==> src/rtl/video_squ_gen_pkg.sv <==
// Shared definitions for the square-LED composite video generator.
// Holds line/field timing constants, region bounds, mode encodings, grid
// geometry, the pipeline stage structures and the chroma sine table.
package video_squ_gen_pkg;

    // line / field timing
    localparam int H_TOTAL      = 780;
    localparam int V_TOTAL_EVEN = 263;
    localparam int V_TOTAL_ODD  = 262;

    // horizontal regions (inclusive bounds)
    localparam int H_SYNC_END  = 57;
    localparam int H_BURST_BEG = 66;
    localparam int H_BURST_END = 96;
    localparam int H_ACT_BEG   = 128;
    localparam int H_ACT_END   = 767;

    // vertical regions (inclusive bounds)
    localparam int V_ACT_END   = 239;
    localparam int V_VSYNC_BEG = 244;
    localparam int V_VSYNC_END = 246;
    localparam int H_VSYNC_END = 721;

    // subcarrier: 7/24 cycle per clock, eight phases of three steps each
    localparam int ACC_MOD  = 24;
    localparam int ACC_STEP = 7;

    // LED grid geometry in pixel coordinates
    localparam int GRID_COLS = 6;
    localparam int GRID_X0   = 16;
    localparam int GRID_Y0   = 24;
    localparam int GRID_DX   = 48;
    localparam int GRID_DY   = 64;
    localparam int SQ_W      = 40;
    localparam int SQ_H      = 56;

    localparam int BAR_W = 40;

    typedef enum logic [1:0] {
        MODE_GRID  = 2'd0,
        MODE_RAMP  = 2'd1,
        MODE_BARS  = 2'd2,
        MODE_BLANK = 2'd3
    } mode_e;

    // stage 1: region / pixel decode
    typedef struct packed {
        logic       sync;
        logic       burst;
        logic       active;
        logic [8:0] x;
        logic [7:0] y;
        logic [2:0] cph;
        mode_e      mode;
        logic [7:0] fctr;
    } st1_t;

    // stage 2: LED hit, palette entry, pattern indices
    typedef struct packed {
        logic       sync;
        logic       burst;
        logic       active;
        logic [2:0] cph;
        mode_e      mode;
        logic       hit;
        logic [3:0] pal;
        logic [2:0] ramp;
        logic [2:0] bar;
    } st2_t;

    // Signed chroma sample; half-amplitude entries truncate toward zero.
    function automatic int sin_lut(input logic [2:0] ph, input int amp);
        case (ph)
            3'd0, 3'd3: return amp / 2;
            3'd1, 3'd2: return amp;
            3'd4, 3'd7: return -(amp / 2);
            default:    return -amp;
        endcase
    endfunction

    function automatic logic in_square(input logic [8:0] x, input logic [7:0] y, input int n);
        int x0;
        int y0;
        x0 = GRID_X0 + GRID_DX * (n % GRID_COLS);
        y0 = GRID_Y0 + GRID_DY * (n / GRID_COLS);
        return (int'(x) >= x0) && (int'(x) < x0 + SQ_W) &&
               (int'(y) >= y0) && (int'(y) < y0 + SQ_H);
    endfunction

endpackage

==> src/rtl/video_squ_tg.sv <==
// Timing generator: line/field/frame counters, subcarrier accumulator and
// region decode for the composite video generator.
// Ports:
//   CK_i, RST_i, CK_EE_i   clock, sync active-high reset, clock enable
//   fctr_o                 field counter
//   cph_o                  subcarrier phase 0..7
//   sync_o/burst_o/active_o region flags for the current counter position
//   x_o, y_o               pixel coordinates (valid while active_o)
//   hvcy_o                 last active pixel of the field, qualified by CK_EE_i
module video_squ_tg
    import video_squ_gen_pkg::*;
#(
    parameter int C_INTERLACE = 0
) (
    input  logic       CK_i,
    input  logic       RST_i,
    input  logic       CK_EE_i,
    output logic [7:0] fctr_o,
    output logic [2:0] cph_o,
    output logic       sync_o,
    output logic       burst_o,
    output logic       active_o,
    output logic [8:0] x_o,
    output logic [7:0] y_o,
    output logic       hvcy_o
);

    logic [9:0] hctr_q, hctr_d;
    logic [8:0] vctr_q, vctr_d;
    logic [7:0] fctr_q, fctr_d;
    logic [4:0] acc_q, acc_d;
    logic [8:0] vlast;
    logic       vsync_line;

    always_comb begin
        // odd fields are one line short when interlaced
        vlast  = (C_INTERLACE != 0 && fctr_q[0]) ? 9'(V_TOTAL_ODD - 1) : 9'(V_TOTAL_EVEN - 1);
        hctr_d = hctr_q + 10'd1;
        vctr_d = vctr_q;
        fctr_d = fctr_q;
        if (hctr_q == 10'(H_TOTAL - 1)) begin
            hctr_d = '0;
            if (vctr_q == vlast) begin
                vctr_d = '0;
                fctr_d = fctr_q + 8'd1;
            end else begin
                vctr_d = vctr_q + 9'd1;
            end
        end
        if (acc_q >= 5'(ACC_MOD - ACC_STEP)) begin
            acc_d = acc_q - 5'(ACC_MOD - ACC_STEP);
        end else begin
            acc_d = acc_q + 5'(ACC_STEP);
        end
    end

    always_ff @(posedge CK_i) begin
        if (RST_i) begin
            hctr_q <= '0;
            vctr_q <= '0;
            fctr_q <= '0;
            acc_q  <= '0;
        end else if (CK_EE_i) begin
            hctr_q <= hctr_d;
            vctr_q <= vctr_d;
            fctr_q <= fctr_d;
            acc_q  <= acc_d;
        end
    end

    always_comb begin
        vsync_line = (vctr_q >= 9'(V_VSYNC_BEG)) && (vctr_q <= 9'(V_VSYNC_END));
        // vertical sync lines carry broad pulses instead of the normal tip
        sync_o     = vsync_line ? (hctr_q <= 10'(H_VSYNC_END)) : (hctr_q <= 10'(H_SYNC_END));
        burst_o    = (hctr_q >= 10'(H_BURST_BEG)) && (hctr_q <= 10'(H_BURST_END));
        active_o   = (hctr_q >= 10'(H_ACT_BEG)) && (hctr_q <= 10'(H_ACT_END)) &&
                     (vctr_q <= 9'(V_ACT_END));
        x_o        = 9'((hctr_q - 10'(H_ACT_BEG)) >> 1);
        y_o        = vctr_q[7:0];
        cph_o      = 3'(acc_q / 5'd3);
        fctr_o     = fctr_q;
        hvcy_o     = (vctr_q == 9'(V_ACT_END)) && (hctr_q == 10'(H_ACT_END)) && CK_EE_i;
    end

endmodule

==> src/rtl/video_squ_gen.sv <==
// Composite video generator for a resistor-ladder DAC: LED square grid with
// per-LED colour palette, moving ramp and colour bar test patterns.
// Ports:
//   CK_i, RST_i, CK_EE_i   clock, sync active-high reset, clock enable
//   LEDs_ON_i              LED on/off levels
//   MODE_i                 0 grid, 1 ramp, 2 colour bars, 3 blank
//   PAL_WE_i/As/Ds         palette write port, data {chroma_on, phase[2:0]}
//   VIDEOs_o               composite sample (4 enabled clocks behind counters)
//   HVcy_o                 last active pixel of the field (from counters)
//   FCTRs_o                field counter
module video_squ_gen
    import video_squ_gen_pkg::*;
#(
    parameter int C_DAC_W        = 5,
    parameter int C_LED_N        = 18,
    parameter int C_PEDE         = 12,
    parameter int C_WHITE        = 30,
    parameter int C_CAMP         = 6,
    parameter int C_INTERLACE    = 0,
    parameter int C_XCBURST_SHUF = 0
) (
    input  logic               CK_i,
    input  logic               RST_i,
    input  logic               CK_EE_i,
    input  logic [C_LED_N-1:0] LEDs_ON_i,
    input  logic [1:0]         MODE_i,
    input  logic               PAL_WE_i,
    input  logic [4:0]         PAL_As_i,
    input  logic [3:0]         PAL_Ds_i,
    output logic [C_DAC_W-1:0] VIDEOs_o,
    output logic               HVcy_o,
    output logic [7:0]         FCTRs_o
);

    localparam int SW        = C_DAC_W + 2;
    localparam int BURST_OFS = (C_XCBURST_SHUF != 0) ? 0 : 4;

    logic [7:0] tg_fctr;
    logic [2:0] tg_cph;
    logic       tg_sync, tg_burst, tg_active;
    logic [8:0] tg_x;
    logic [7:0] tg_y;

    st1_t                      s1_q, s1_d;
    logic [C_LED_N-1:0]        leds_q, leds_d;
    st2_t                      s2_q, s2_d;
    logic [SW-1:0]             luma_q, luma_d;
    logic signed [SW-1:0]      chroma_q, chroma_d;
    logic [C_DAC_W-1:0]        video_q, video_d;
    logic [3:0]                pal_q [C_LED_N];
    logic [3:0]                pal_d [C_LED_N];
    logic signed [SW-1:0]      sum_s;

    video_squ_tg #(
        .C_INTERLACE (C_INTERLACE)
    ) u_tg (
        .CK_i     (CK_i),
        .RST_i    (RST_i),
        .CK_EE_i  (CK_EE_i),
        .fctr_o   (tg_fctr),
        .cph_o    (tg_cph),
        .sync_o   (tg_sync),
        .burst_o  (tg_burst),
        .active_o (tg_active),
        .x_o      (tg_x),
        .y_o      (tg_y),
        .hvcy_o   (HVcy_o)
    );

    // palette: out-of-range indices match no entry and are dropped
    always_comb begin
        for (int n = 0; n < C_LED_N; n++) begin
            pal_d[n] = pal_q[n];
            if (PAL_WE_i && (PAL_As_i == 5'(n))) begin
                pal_d[n] = PAL_Ds_i;
            end
        end
    end

    // stage 1: region and pixel decode, inputs sampled
    always_comb begin
        s1_d.sync   = tg_sync;
        s1_d.burst  = tg_burst;
        s1_d.active = tg_active;
        s1_d.x      = tg_x;
        s1_d.y      = tg_y;
        s1_d.cph    = tg_cph;
        s1_d.mode   = mode_e'(MODE_i);
        s1_d.fctr   = tg_fctr;
        leds_d      = LEDs_ON_i;
    end

    // stage 2: LED hit and palette read (squares never overlap)
    always_comb begin
        s2_d        = '0;
        s2_d.sync   = s1_q.sync;
        s2_d.burst  = s1_q.burst;
        s2_d.active = s1_q.active;
        s2_d.cph    = s1_q.cph;
        s2_d.mode   = s1_q.mode;
        s2_d.ramp   = 3'((s1_q.x[7:0] + s1_q.y + s1_q.fctr) >> 5);
        s2_d.bar    = 3'(s1_q.x / 9'(BAR_W));
        for (int n = 0; n < C_LED_N; n++) begin
            if (leds_q[n] && in_square(s1_q.x, s1_q.y, n)) begin
                s2_d.hit = 1'b1;
                s2_d.pal = pal_q[n];
            end
        end
    end

    // stage 3: luma selection, phase add and sine lookup
    always_comb begin
        luma_d   = SW'(C_PEDE);
        chroma_d = '0;
        if (s2_q.sync) begin
            luma_d = '0;
        end else if (s2_q.burst) begin
            chroma_d = SW'(sin_lut(s2_q.cph + 3'(BURST_OFS), C_CAMP));
        end else if (s2_q.active) begin
            case (s2_q.mode)
                MODE_GRID: begin
                    if (s2_q.hit) begin
                        luma_d = SW'(C_PEDE + C_WHITE);
                        if (s2_q.pal[3]) begin
                            chroma_d = SW'(sin_lut(s2_q.cph + s2_q.pal[2:0], C_CAMP));
                        end
                    end
                end
                MODE_RAMP: luma_d = SW'(C_PEDE + 4 * int'(s2_q.ramp));
                MODE_BARS: begin
                    luma_d = SW'(C_PEDE + C_WHITE / 2);
                    if (s2_q.bar != 3'd0) begin
                        chroma_d = SW'(sin_lut(s2_q.cph + s2_q.bar, C_CAMP));
                    end
                end
                default: ;
            endcase
        end
    end

    // stage 4: signed sum and clamp to the DAC range
    always_comb begin
        sum_s = signed'(luma_q) + chroma_q;
        if (sum_s[SW-1]) begin
            video_d = '0;
        end else if (|sum_s[SW-2:C_DAC_W]) begin
            video_d = '1;
        end else begin
            video_d = sum_s[C_DAC_W-1:0];
        end
    end

    // flushed pipeline: inactive flags make stage 3 emit pedestal
    always_ff @(posedge CK_i) begin
        if (RST_i) begin
            s1_q     <= '0;
            leds_q   <= '0;
            s2_q     <= '0;
            luma_q   <= SW'(C_PEDE);
            chroma_q <= '0;
            video_q  <= C_DAC_W'(C_PEDE);
            for (int n = 0; n < C_LED_N; n++) begin
                pal_q[n] <= '0;
            end
        end else if (CK_EE_i) begin
            s1_q     <= s1_d;
            leds_q   <= leds_d;
            s2_q     <= s2_d;
            luma_q   <= luma_d;
            chroma_q <= chroma_d;
            video_q  <= video_d;
            for (int n = 0; n < C_LED_N; n++) begin
                pal_q[n] <= pal_d[n];
            end
        end
    end

    assign VIDEOs_o = video_q;
    assign FCTRs_o  = tg_fctr;

endmodule
==> config.mk <==
export PLATFORM = sky130hd
export DESIGN_NAME = video_squ_gen
export DESIGN_NICKNAME = d
export VERILOG_FILES = /design/src/rtl/video_squ_gen_pkg.sv /design/src/rtl/video_squ_tg.sv /design/src/rtl/video_squ_gen.sv
export SDC_FILE = /design/constraint.sdc
export NUM_CORES = 1
export LEC_CHECK = 0
export CAP_MARGIN = 20
export CORE_MARGIN = 8
export CORE_UTILIZATION = 55
export DETAILED_ROUTE_END_ITERATION = 10
export PLACE_DENSITY_LB_ADDON = 0.3
export SLEW_MARGIN = 25
export SYNTH_ARGS = -nofsm -noshare
export SYNTH_HDL_FRONTEND = slang
export SYNTH_HIERARCHICAL = 1
export SYNTH_SLANG_ARGS = --single-unit
==> constraint.sdc <==
create_clock -name CK_i -period 2.8 [get_ports CK_i]
set_input_delay 0.56 -clock CK_i [delete_from_list [all_inputs] [get_ports CK_i]]
set_output_delay 0.56 -clock CK_i [all_outputs]
set_load 0.1 [all_outputs]
-- Word level (Yosys, flattened, before mapping)
Memory sizes are Yosys's and may differ from the RTL's.
Index checks and enable logic that the tools add are counted.
Widths: inputs -> output; s select.
- output and inout port bits: 14
- RAM bits: 72
- input bits: 33
- register bits: 121
- memory bits (read-only): 0
- word-level logic and storage cells: 306
- latch bits: 0
- memories: 1
- multiplexer cells: 80
- div/mod/pow operators: 2
- eq/ne operators: 38
- magnitude comparators: 28
- add/subtract/negate cells: 13
- shift-type cells: 0
- reductions and logical operators: 101
- bitwise operators: 18
- multiply operators: 0
- memories (name ; depth ; bits a word ; rd ports ; clocked after memory_dff ; write ports ; RTL line ; text):
    pal_q ; 18 ; 4 ; 18 ; 0 ; 18 ; video_squ_gen.sv:50 ; logic [3:0] pal_q [C_LED_N];
- operator list (operator ; count):
    $mux 4 ; 36
    $mux 5 ; 21
    $logic_and 1x1->1 ; 84
    $pmux 7 s3 ; 3
    $mux 7 ; 6
    $eq 5x4->1 const B ; 8
    $ge 9x8->1 const B ; 3
    $lt 9x8->1 const B ; 3
    $mux 6 ; 4
    $eq 10x10->1 const B ; 2
    $eq 5x3->1 const B ; 4
    $le 10x10->1 const B ; 2
    $eq 3x2->1 const B ; 6
    $eq 3x3->1 const B ; 6
    $ge 9x7->1 const B ; 2
    $le 9x8->1 const B ; 2
    $or 1x1->1 ; 18
    $pmux 6 s3 ; 1
    $reduce_or 2->1 ; 9
    $add 8x8->8 ; 2
    $lt 8x8->1 const B ; 2
    $pmux 7 s2 ; 1
    $add 10x1->10 const B ; 1
    $eq 5x2->1 const B ; 2
    other kinds (41) ; 52

-- Depth between registers and ports, before layout
- word-level depth: 23
- gate-level depth with buffers: 13

-- Hierarchy
The synthesis kept the hierarchy.
- by module, submodules not included (module ; instances ; seq. area each (µm²) ; cells an instance ; area each (µm²)):
    video_squ_gen ; 1 ; 3863.7 ; 723 ; 7639.8
    video_squ_tg ; 1 ; 640.6 ; 275 ; 2288.4

-- Worst setup path before layout
No wires, ideal clock.
- path kind: input to output
- start point: in CK_EE_i
- end point: out HVcy_o
- slack: -1.664 ns
- arrival time: 3.904 ns
- stages on the path: 4
- path through: and2_1 > clkbuf_1 > nand3_1 > nor4_1
- word-level cells in the longest chain between the ends: 1
- RTL lines (element ; RTL line ; text):
    start: declaration ; video_squ_gen.sv:24 ; input logic CK_EE_i,
    $logic_and 1x1->1 ; video_squ_tg.sv:82 ; hvcy_o = (vctr_q == 9'(V_ACT_END)) && (hctr_q == 10'(H_ACT_END)) && CK_EE_i;
    end: declaration ; video_squ_gen.sv:31 ; output logic HVcy_o,
Every way passes these cells.

-- Worst setup path after layout
- start point: reg s1_q[29] (netlist bit)
- end point: reg s2_q[9] (netlist bit)
- word-level cells in the longest chain between the ends: 23
- RTL lines (element ; RTL line ; text):
    start: declaration ; video_squ_gen.sv:44 ; st1_t s1_q, s1_d;
    start signal: assignment ; video_squ_gen.sv:156 ; s1_q <= '0;
    start signal: assignment ; video_squ_gen.sv:166 ; s1_q <= s1_d;
    $ge 9x5->1 / $lt 9x6->1 (equally long branches) ; video_squ_gen_pkg.sv:86 ; return (int'(x) >= x0) && (int'(x) < x0 + SQ_W) &&
    $logic_and 1x1->1 (2 in a row) ; video_squ_gen_pkg.sv:86 ;
    $logic_and 1x1->1 ; video_squ_gen_pkg.sv:87 ; (int'(y) >= y0) && (int'(y) < y0 + SQ_H);
    $logic_and 1x1->1 ; video_squ_gen.sv:104 ; if (leds_q[n] && in_square(s1_q.x, s1_q.y, n)) begin
    $mux 5 (17 in a row) ; video_squ_gen.sv:104 ;
    $mux 5 * ; video_squ_gen.sv:104 ;
    end signal: assignment ; video_squ_gen.sv:158 ; s2_q <= '0;
    end signal: assignment ; video_squ_gen.sv:168 ; s2_q <= s2_d;
    end: declaration ; video_squ_gen.sv:46 ; st2_t s2_q, s2_d;
Every way passes the cells marked *; elsewhere a longest branch is shown, timed or not.
A chain may end at the register's enable or synchronous reset.

==> metrics <==
GRT overflow=0; Final setup violation count=0; post-synthesis async set-or-reset flop share=0%; Mapped Nets=1085; Worst EP required=3.11 ns; vias per inst=5.97; Post-synth EDFFs=72; Antenna Diode Count=0; row count=49; Initial Utilization=55.6%; top post-synthesis cells by area=dfxtp_1 (24%), edfxtp_1 (22%), mux2i_1 (6.3%); Worst Path Max Fanout=12; initial drt markers=677; unrepaired setup endpoints after global routing=no; type of origin of the critical path=flop; pwr dens=545 nW/um^2; CTS Buf Count=17; final WL=22500 um; most common cell after layout, fill and taps aside=nor2_1; area occupied by multi-input gates=4950 um^2; FILL cells=1439; share of layout cells above drive strength 1=9.57%; GP Congestion=0.933; main flop type after synthesis=dfxtp_1; first-pass GRT wire length=36100 um; worst slew pin tran=0.822 ns; post-detailed-route wirelength per cell=17.8 um; Port Buf Inserts=46; ANT nets after route=0; status=completed; Synth warnings=6; Arrival @ worst endpoint=2.88 ns; critical path class=flop to flop; Clock Path Buffers=2; vias in the first global route=7147; Worst-path clk slew=0.07 ns; synth unique cells=81; remaining routing DRC violations=0; max_cap viols=0; final hold vios=0; LEAKAGE=0.00433 uW; largest net degree at the start of global routing=86; Core Region=17800 um^2; Post-CTS Repair Setup Buffers=0; Slew Viols, Final=0; io pins=47; relative slew slack=45.2%; clock sink count=189; sequential cell area=4500 um^2; P&R area growth vs syn=11.7%; Mapped Area=9930 um^2; register area share after synthesis=45.4%; Tmin final=2.57 ns; Max Freq=0.389 GHz; CTS tree=built; Syn Inst Count=998; Synth area leader=dfxtp_1; initial antenna violation count=0; DP HPWL=16200 um; Fin Setup TNS=0 ns; Synth Register Bits=189; most frequent cells in the layout=nor2_1 (143), dfxtp_1 (117), edfxtp_1 (72); GR Util All Layers=20.1%; CP Capture Type=flop; Hold Path Class=input port to flop; Final Skew=0.0113 ns; die area=22600 um^2; DRT Pass-1 Iters=8; share of the synthesized area in the top cell type=23.6%; post-route clock period utilization=91.7%; WHS=0.452 ns; Vias=7541; clk_lat worst skew=0.44 ns; Chip Height=150 um; H-tree depth=4; Max VDD drop=0.438 mV; Die Width=150 um; root buffer cell=clkbuf_16; Mean Syn Cell Area=9.95 um^2; Final #Nets=1108
==> kinds of logic after synthesis <==
| group | count (synthesis) | synth area share, % |
|---|---|---|
| AND/OR/NAND/NOR | 353 | 18.5 |
| adder cells (fa/ha/maj) | 54 | 7.49 |
| AO/OA/AOI/OAI | 195 | 13.9 |
| buffers and inverters | 105 | 4.99 |
| flip-flops | 189 | 45.4 |
| multiplexers | 62 | 6.25 |
| XOR/XNOR | 40 | 3.53 |
==> state kept, by name (all words and copies together) (netlist names) <==
| signal | cells |
|---|---|
| luma_q | 6 |
| u_tg/fctr_o | 8 |
| leds_q | 18 |
| chroma_q | 4 |
| u_tg/hctr_q | 10 |
| s2_q | 19 |
| u_tg/acc_q | 5 |
| VIDEOs_o | 5 |
| s1_q | 33 |
| pal_q | 72 |
| u_tg/vctr_q | 9 |
==> synth_stat cells (10+ instances only) <==
cell / instances
edfxtp_1: 72
nand4_1: 11
nand3_1: 28
o21bai_1: 17
mux2i_1: 62
a21oi_1: 42
and2_1: 13
dfxtp_1: 117
nor3_1: 12
xnor2_1: 33
nor4_1: 12
clkbuf_1: 29
buf_4: 15
nand2_1: 50
nor2_1: 143
a211oi_1: 10
inv_1: 43
and3_1: 13
ha_1: 45
o22ai_1: 10
nand2b_1: 12
o21ai_0: 27
==> through the flow <==
stage / total power (uW) / instance area (um^2) / setup WS (ns) / cells / utilization (%)
floorplan: 3500 / 9940 / 0.118 / 998 / -
global placement: 3670 / 10500 / 0.351 / 1231 / 58.8
detailed placement: 3680 / 10500 / 0.250 / 1231 / 58.8
CTS: 6080 / 11100 / 0.139 / 1263 / 62.2
global route: 6260 / 11100 / 0.0648 / 1263 / 62.2
finish: 6050 / 11100 / 0.231 / 1263 / 62.2
==> area by class of cell <==
cell class,count,area share [%]
sequential,189,40.6
clock buffer,18,3.96
multi-input combinational,704,44.6
tap,229,2.58
timing repair buffer,66,5.37
clock inverter,14,1.42
inverter,43,1.46
==> worst max-delay path: stages, from the launching register on <==
cell      delay (ns)
dfxtp_1         0.55
or3b_1          0.45
nor2_1          0.42
nand3_1         0.28
o21ai_0         0.30
nor4_1          0.10
a211oi_1        0.24
o22ai_1         0.10
==> layer usage <==
metal / GRT usage, % / routed length [um] / vias up
met4: 8.55 / 692 / 0
met3: 4.09 / 1110 / 59
met5: 0 / 0 / -
met2: 33.3 / 10900 / 223
met1: 25.1 / 9740 / 3605
li1: - / - / 3654
==> worst paths after layout <==
kind / cells past startpoint / from / endpoint / slack (ns)
worst min-delay path: 3 / CK_EE_i / leds_q[17] / 0.45
worst max-delay path: 7 / s1_q[29] / s2_q[9] / 0.23
worst min register to register: 2 / VIDEOs_o[3] / VIDEOs_o[3] / 0.48
worst max register to register: 7 / s1_q[29] / s2_q[9] / 0.23
==> power breakdown <==
group | total [uW] | leakage (uW) | switching (uW) | internal, uW
clock | 2430 | 0.000294 | 1200 | 1230
sequential | 3090 | 0.00164 | 99.2 | 2990
combinational | 536 | 0.00240 | 306 | 229
==> repair_timing <==
item                       in CTS  in global routing
gates resized for setup         0                  1
setup endpoints to repair       0                  1
hold buffers                    0                  0
Note: power is estimated with default switching activity, not from simulation.
